$ cat src/rtl/prm_pkg.sv
// Shared constants, types and helpers for the PRM edge sweep generator.
package prm_pkg;

    localparam int NJ      = 5;
    localparam int JW      = 3;
    localparam int CODE_W  = NJ * JW;
    localparam int NSTEP   = 8;
    localparam int STEP_W  = $clog2(NSTEP + 1);
    localparam int SHIFT_W = $clog2(NSTEP);
    localparam int PROD_W  = JW + 1 + SHIFT_W + 1;

    typedef logic [CODE_W-1:0] code_t;
    typedef logic signed [JW:0] delta_t;
    typedef logic [STEP_W-1:0] step_t;

    typedef enum logic [1:0] {
        IDLE,
        SWEEP,
        DONE
    } sweep_state_t;

    function automatic delta_t joint_delta(input logic [JW-1:0] s, input logic [JW-1:0] e);
        return $signed({1'b0, e}) - $signed({1'b0, s});
    endfunction

endpackage

$ cat src/rtl/prm_edge_sweep_gen_if.sv
// Request, checker and response signals of the edge sweep generator.
interface prm_edge_sweep_gen_if;
    import prm_pkg::*;

    logic  req_valid;
    logic  req_ready;
    code_t req_start;
    code_t req_end;
    code_t chk_code;
    logic  chk_valid;
    logic  chk_mask;
    logic  rsp_valid;
    logic  rsp_ready;
    logic  rsp_blocked;
    step_t rsp_hit_step;

    modport slave (
        input  req_valid, req_start, req_end, chk_mask, rsp_ready,
        output req_ready, chk_code, chk_valid, rsp_valid, rsp_blocked, rsp_hit_step
    );

    modport master (
        output req_valid, req_start, req_end, chk_mask, rsp_ready,
        input  req_ready, chk_code, chk_valid, rsp_valid, rsp_blocked, rsp_hit_step
    );

endinterface

$ cat src/rtl/prm_lerp_joint.sv
// One joint of the segment walk: p = start + floor(delta * k / NSTEP).
module prm_lerp_joint
    import prm_pkg::*;
(
    input  logic [JW-1:0] i_start,
    input  delta_t        i_delta,
    input  step_t         i_k,
    output logic [JW-1:0] o_p
);

    logic signed [PROD_W-1:0] w_delta_ext;
    logic signed [PROD_W-1:0] w_k_ext;
    logic signed [PROD_W-1:0] w_start_ext;
    logic signed [PROD_W-1:0] w_prod;

    assign w_delta_ext = {{(PROD_W-JW-1){i_delta[JW]}}, i_delta};
    assign w_k_ext     = {{(PROD_W-STEP_W){1'b0}}, i_k};
    assign w_start_ext = {{(PROD_W-JW){1'b0}}, i_start};
    assign w_prod      = w_delta_ext * w_k_ext;

    // Arithmetic shift floors negative products; the sum always lands back in joint range.
    assign o_p = JW'(w_start_ext + (w_prod >>> SHIFT_W));

endmodule

$ cat src/rtl/prm_edge_sweep_gen.sv
// PRM edge sweep driver: walks start->end in NSTEP+1 points and ORs checker replies.
// Optional macro PRM_SWEEP_EARLY_EXIT_EN ends the sweep at the first blocked point.
module prm_edge_sweep_gen
    import prm_pkg::*;
(
    input  logic                clk,
    input  logic                rst_n,
    prm_edge_sweep_gen_if.slave bus
);

    sweep_state_t r_state;
    sweep_state_t w_next_state;
    code_t        r_start;
    code_t        r_code;
    code_t        w_point;
    delta_t       r_delta [NJ];
    step_t        r_k;
    logic         r_blocked;
    step_t        r_hit_step;
    logic         w_accept;
    logic         w_first_hit;
    logic         w_last;

    assign w_accept    = (r_state == IDLE) && bus.req_valid;
    assign w_first_hit = (r_state == SWEEP) && bus.chk_mask && !r_blocked;
    assign w_last      = (r_k == step_t'(NSTEP));

    for (genvar j = 0; j < NJ; j++) begin : g_joint
        prm_lerp_joint u_lerp (
            .i_start (r_start[JW*j +: JW]),
            .i_delta (r_delta[j]),
            .i_k     (r_k),
            .o_p     (w_point[JW*j +: JW])
        );
    end

    always_ff @(posedge clk or negedge rst_n) begin
        if (!rst_n) begin
            r_state <= IDLE;
        end else begin
            r_state <= w_next_state;
        end
    end

    always_comb begin
        w_next_state     = r_state;
        bus.req_ready    = 1'b0;
        bus.chk_valid    = 1'b0;
        bus.chk_code     = r_code;
        bus.rsp_valid    = 1'b0;
        bus.rsp_blocked  = r_blocked;
        bus.rsp_hit_step = r_hit_step;
        case (r_state)
            IDLE: begin
                bus.req_ready = 1'b1;
                if (w_accept) begin
                    w_next_state = SWEEP;
                end
            end
            SWEEP: begin
                bus.chk_valid = 1'b1;
                bus.chk_code  = w_point;
`ifdef PRM_SWEEP_EARLY_EXIT_EN
                if (w_last || w_first_hit) begin
                    w_next_state = DONE;
                end
`else
                if (w_last) begin
                    w_next_state = DONE;
                end
`endif
            end
            DONE: begin
                bus.rsp_valid = 1'b1;
                if (bus.rsp_ready) begin
                    w_next_state = IDLE;
                end
            end
            default: begin
                w_next_state = IDLE;
            end
        endcase
    end

    // r_code remembers the last issued point so chk_code is steady outside the sweep.
    always_ff @(posedge clk or negedge rst_n) begin
        if (!rst_n) begin
            r_start    <= '0;
            r_code     <= '0;
            r_k        <= '0;
            r_blocked  <= 1'b0;
            r_hit_step <= '0;
            for (int j = 0; j < NJ; j++) begin
                r_delta[j] <= '0;
            end
        end else begin
            if (w_accept) begin
                r_start    <= bus.req_start;
                r_k        <= '0;
                r_blocked  <= 1'b0;
                r_hit_step <= '0;
                for (int j = 0; j < NJ; j++) begin
                    r_delta[j] <= joint_delta(bus.req_start[JW*j +: JW], bus.req_end[JW*j +: JW]);
                end
            end
            if (r_state == SWEEP) begin
                r_code <= w_point;
                r_k    <= step_t'(r_k + 1'b1);
                if (w_first_hit) begin
                    r_blocked  <= 1'b1;
                    r_hit_step <= r_k;
                end
            end
        end
    end

endmodule

$ cat src/flat_wrapper.sv
// flat-port wrapper written by rule: the top's interface ports become plain ports
module prm_edge_sweep_gen_flat import prm_pkg::*;
  (clk, rst_n, bus_req_valid, bus_req_start, bus_req_end, bus_chk_mask, bus_rsp_ready, bus_req_ready, bus_chk_code, bus_chk_valid, bus_rsp_valid, bus_rsp_blocked, bus_rsp_hit_step);
  prm_edge_sweep_gen_if bus_i ();
  input  logic clk;
  input  logic rst_n;
  input wire logic [$bits(bus_i.req_valid)-1:0] bus_req_valid;
  input wire logic [$bits(bus_i.req_start)-1:0] bus_req_start;
  input wire logic [$bits(bus_i.req_end)-1:0] bus_req_end;
  input wire logic [$bits(bus_i.chk_mask)-1:0] bus_chk_mask;
  input wire logic [$bits(bus_i.rsp_ready)-1:0] bus_rsp_ready;
  output wire logic [$bits(bus_i.req_ready)-1:0] bus_req_ready;
  output wire logic [$bits(bus_i.chk_code)-1:0] bus_chk_code;
  output wire logic [$bits(bus_i.chk_valid)-1:0] bus_chk_valid;
  output wire logic [$bits(bus_i.rsp_valid)-1:0] bus_rsp_valid;
  output wire logic [$bits(bus_i.rsp_blocked)-1:0] bus_rsp_blocked;
  output wire logic [$bits(bus_i.rsp_hit_step)-1:0] bus_rsp_hit_step;
  assign bus_i.req_valid = bus_req_valid;
  assign bus_i.req_start = bus_req_start;
  assign bus_i.req_end = bus_req_end;
  assign bus_i.chk_mask = bus_chk_mask;
  assign bus_i.rsp_ready = bus_rsp_ready;
  assign bus_req_ready = bus_i.req_ready;
  assign bus_chk_code = bus_i.chk_code;
  assign bus_chk_valid = bus_i.chk_valid;
  assign bus_rsp_valid = bus_i.rsp_valid;
  assign bus_rsp_blocked = bus_i.rsp_blocked;
  assign bus_rsp_hit_step = bus_i.rsp_hit_step;
  prm_edge_sweep_gen u_core (.clk(clk), .rst_n(rst_n), .bus(bus_i));
endmodule
$ cat config.mk
export PLATFORM = sky130hd
export DESIGN_NAME = prm_edge_sweep_gen_flat
export DESIGN_NICKNAME = d
export VERILOG_FILES = /design/src/rtl/prm_pkg.sv /design/src/rtl/prm_edge_sweep_gen_if.sv /design/src/rtl/prm_lerp_joint.sv /design/src/rtl/prm_edge_sweep_gen.sv /design/src/flat_wrapper.sv
export SDC_FILE = /design/constraint.sdc
export NUM_CORES = 1
export LEC_CHECK = 0
export CAP_MARGIN = 15
export CORE_UTILIZATION = 35
export CTS_CLUSTER_DIAMETER = 200
export DETAILED_ROUTE_END_ITERATION = 10
export DONT_BUFFER_PORTS = 1
export SYNTH_ARGS = -nofsm -noshare
export SYNTH_HDL_FRONTEND = slang
export SYNTH_SLANG_ARGS = --single-unit
export TNS_END_PERCENT = 5
$ cat constraint.sdc
create_clock -name clk -period 6.6 [get_ports clk]
set_clock_uncertainty 0.15 [all_clocks]
set_input_delay 1.32 -clock clk [delete_from_list [all_inputs] [get_ports clk]]
set_output_delay 1.32 -clock clk [all_outputs]
set_load 0.02 [all_outputs]
==> summary.txt <==
Floorplanning
  – Die area: 13,500 sq um
  – Placeable Area: 12,700 sq um
  – Io pins: 58
  – Initial Util: 36.1%
  – Die height: 116 um
  – Std cell rows: 41
  – Die X-Extent: 116 um

Worst setup path
  – CP Launch Type: flip-flop
  – Critical Path Source: u_core.r_k[1]
  – Critical path endpoint category: primary output
  – RR Startpoint: u_core.r_k[1]
  – Slowest stage delay, CP: 620 ps
  – Slowest stage cell, crit path: dfrtp_1
  – CP endpoint: bus_chk_code[14]
  – Cell mode on critical path: fa_1
  – Worst Path Arrival: 4820 ps
  – Worst Reg2Reg Path Length in Cells: 13
  – Worst Path Class, Setup: flip-flop to primary output
  – CP Max Fanout: 15
  – Reg2Reg Capture Point: u_core.r_code[14]
  – R2R setup slack: 1790 ps
  – Critical Path RT: 5130 ps
  – CP Cell Sequence: nand2_1 > fa_1 > fa_1 > fa_1 > inv_1 > ha_1 > inv_1 > fa_1 > fa_1 > xnor2_1 > xnor2_1 > xnor3_1 > o21ai_1

Timing
  – Post-route clock period utilization: 95.3%
  – Fmax: 0.159 GHz
  – Setup Viol. Count Final: 0
  – Period minus WS final: 6290 ps
  – Slew Limit Fails: 0
  – Min Hold Slack: 340 ps
  – Worst-margin pin slew: 689 ps
  – Final Hold Fails: 0
  – RSZ-0062 raised after global routing: no
  – Final setup margin: 308 ps
  – Normalized max-slew margin: 54.1%
  – Setup TNS: 0 ps

Logic synthesis
  – Xor/xnor share of the synthesized area: 8.40%
  – Syn_area_per_cell: 9.75 sq um
  – Mux contribution to synthesized area: 1.23%
  – Mapped Nets: 586
  – Synth Area in Compound Gates: 6.78%
  – Library cells used by synthesis: 30
  – Post-synthesis cell count: 469
  – Number of synthesized flops with an enable pin: 0
  – Synth Warn #: 0
  – Synth Flop Type: dfrtp_1
  – Ys async rst share: 100%
  – #FFs+latches synth: 61
  – Largest family of logic cells by synthesized area: adder cells
  – Synth Area in Simple Gates: 15.3%
  – Mapped cell area: 4570 sq um
  – Sequential fraction of the synthesis area: 33.4%
  – Adder-Cell Fraction of Synth Area: 28.2%

Routing
  – DR vias: 3,050
  – Remaining DRCs: 0
  – Routed vias/inst: 4.73
  – DRT Pass-1 Iters: 4
  – Mean routed wirelength per cell: 14.3 um
  – Final WL: 9250 um
  – DR iter-0 viols: 108
  – Antenna Nets Post-Route: 0

Global routing
  – Gr usage total: 15.7%
  – Gr ovfl total: 0
  – Vias in the first global route: 3,349
  – First-pass GRT wire length: 16,100 um
  – Largest net degree at the start of global routing: 70
  – Initial antenna violation count: 0

Clocking
  – Clock transition at the registers of the reported paths: 60 ps
  – CTS Buffer Depth: 2
  – H-Tree Depth: 3
  – Clock Sinks: 61
  – Worst-skew pair later-pin latency: 330 ps
  – CTS root buffer: clkbuf_16
  – CTS Buf Count: 9
  – CTS tree: done
  – Post-CTS Setup Inserts: 0

Final layout
  – Ant diodes: 0
  – Final cell count without fillers: 645
  – Fraction of layout cells with a size suffix above 1: 5.92%
  – P&R area growth vs syn: 12.0%
  – Total Nets Final: 585

Place
  – Placed Cells: 629
  – Placer Congestion: 0.790
  – Post-DP HPWL: 6840 um
  – PortBufs: 0
  – Pre-CTS WS: 521 ps

Flow run
  – Max Cap Violations: 0

Outcome
  – Status: finished, final reports clean

Hold path
  – Worst hold path class: flip-flop to flip-flop
==> per-stage QoR <==
stage	util, %	cell area (sq um)
after floorplan	-	4570
after global placement	37.6	4760
after detailed placement	37.6	4760
after CTS	40.4	5120
after global routing	40.4	5120
final	40.4	5120
==> kinds of logic (layout without fill, tap and decap cells) <==
kind of cell               after synthesis  in the layout
adders and majority gates               82             82
AOI/OAI and AO/OA                       52             52
DFF                                     61             61
buffers and inverters                   80             84
muxes                                    5              5
xor gates and xnor gates                36             36
and+or+nand+nor                        153            153
==> worst max-delay path: cells and delay by family (launching register included) <==
kind,cells,cell delay (ps)
flip-flops,1,620
XOR/XNOR,3,600
AO/OA/AOI/OAI,1,450
buffers and inverters,2,100
adder cells (fa/ha/maj),6,2580
AND/OR/NAND/NOR,1,140
==> cells in the mapped netlist (6+ instances only) <==
cell,count,area [sq um]
nor2_1,11,41.3
xor2_1,11,96.3
nand2b_1,6,37.5
clkbuf_1,12,45.0
ha_1,47,588
nor2b_1,6,37.5
nand3_1,8,40.0
dfrtp_1,61,1530
inv_1,61,229
and2_1,25,156
o21ai_1,34,170
xnor2_1,20,175
nand2_1,93,349
fa_1,35,701
==> final cells by class <==
| class | count | area [sq um] |
|---|---|---|
| Tap cell | 172 | 215 |
| Sequential cell | 61 | 1530 |
| Timing Repair Buffer | 6 | 45.0 |
| Fill cell | 1250 | 7550 |
| Multi-Input combinational cell | 328 | 2740 |
| Inverter | 62 | 233 |
| Clock buffer | 13 | 270 |
| Clock inverter | 3 | 90.1 |
==> per-layer routing <==
layer | vias to the layer above | part of all wire [%] | GRT usage, %
met2 | 52 | 49 | 26.2
met1 | 1516 | 44 | 19.4
li1 | 1474 | - | -
met3 | 8 | 5.9 | 4.51
met5 | - | 0 | 0
met4 | 0 | 1.1 | 5.38
==> repair_timing <==
item / CTS / global route
gates resized for setup: 0 / 2
endpoints found under the setup margin: 0 / 2
endpoints found under the hold margin: 0 / 0
hold buffers: 0 / 0
==> cells in the final DEF, fill, tap and decap left out, drive strengths merged <==
cell / Yosys / routed
bufinv: 0 / 3
nand4: 1 / 1
a22o: 5 / 5
xor2: 11 / 11
nor3b: 1 / 1
nor2b: 6 / 6
xnor3: 5 / 5
fa: 35 / 35
dfrtp: 61 / 61
a21o: 1 / 1
mux2: 5 / 5
nand2: 94 / 94
a21oi: 2 / 2
and2: 25 / 25
nor2: 12 / 12
inv: 62 / 62
clkbuf: 12 / 13
buf: 6 / 6
xnor2: 20 / 20
o31ai: 5 / 5
ha: 47 / 47
o21ai: 34 / 34
nand2b: 6 / 6
o21a: 5 / 5
nand3: 8 / 8
==> state kept, by name, indices dropped and copies added, names as in the netlist <==
register	cells
u_core.bus.rsp_hit_step	4
u_core.r_start	15
u_core.r_state	2
u_core.r_delta	20
u_core.r_code	15
u_core.r_k	4
u_core.bus.rsp_blocked	1
==> worst min path at each step <==
| stage | from | to | slack, ps | cells past startpoint |
|---|---|---|---|---|
| after CTS | u_core.r_start[13] | u_core.r_start[13] | 340 | 2 |
| after global routing | u_core.r_start[12] | u_core.r_start[12] | 370 | 1 |
| after global placement | u_core.r_start[13] | u_core.r_start[13] | 330 | 2 |
| final | u_core.r_start[13] | u_core.r_start[13] | 340 | 2 |
| after floorplan | u_core.r_start[13] | u_core.r_start[13] | 310 | 2 |
| after detailed placement | u_core.r_start[13] | u_core.r_start[13] | 330 | 2 |
Power is left out: the tool's default activity adds up to more than one toggle a clock period on the data nets, which glitch-free logic cannot reach.
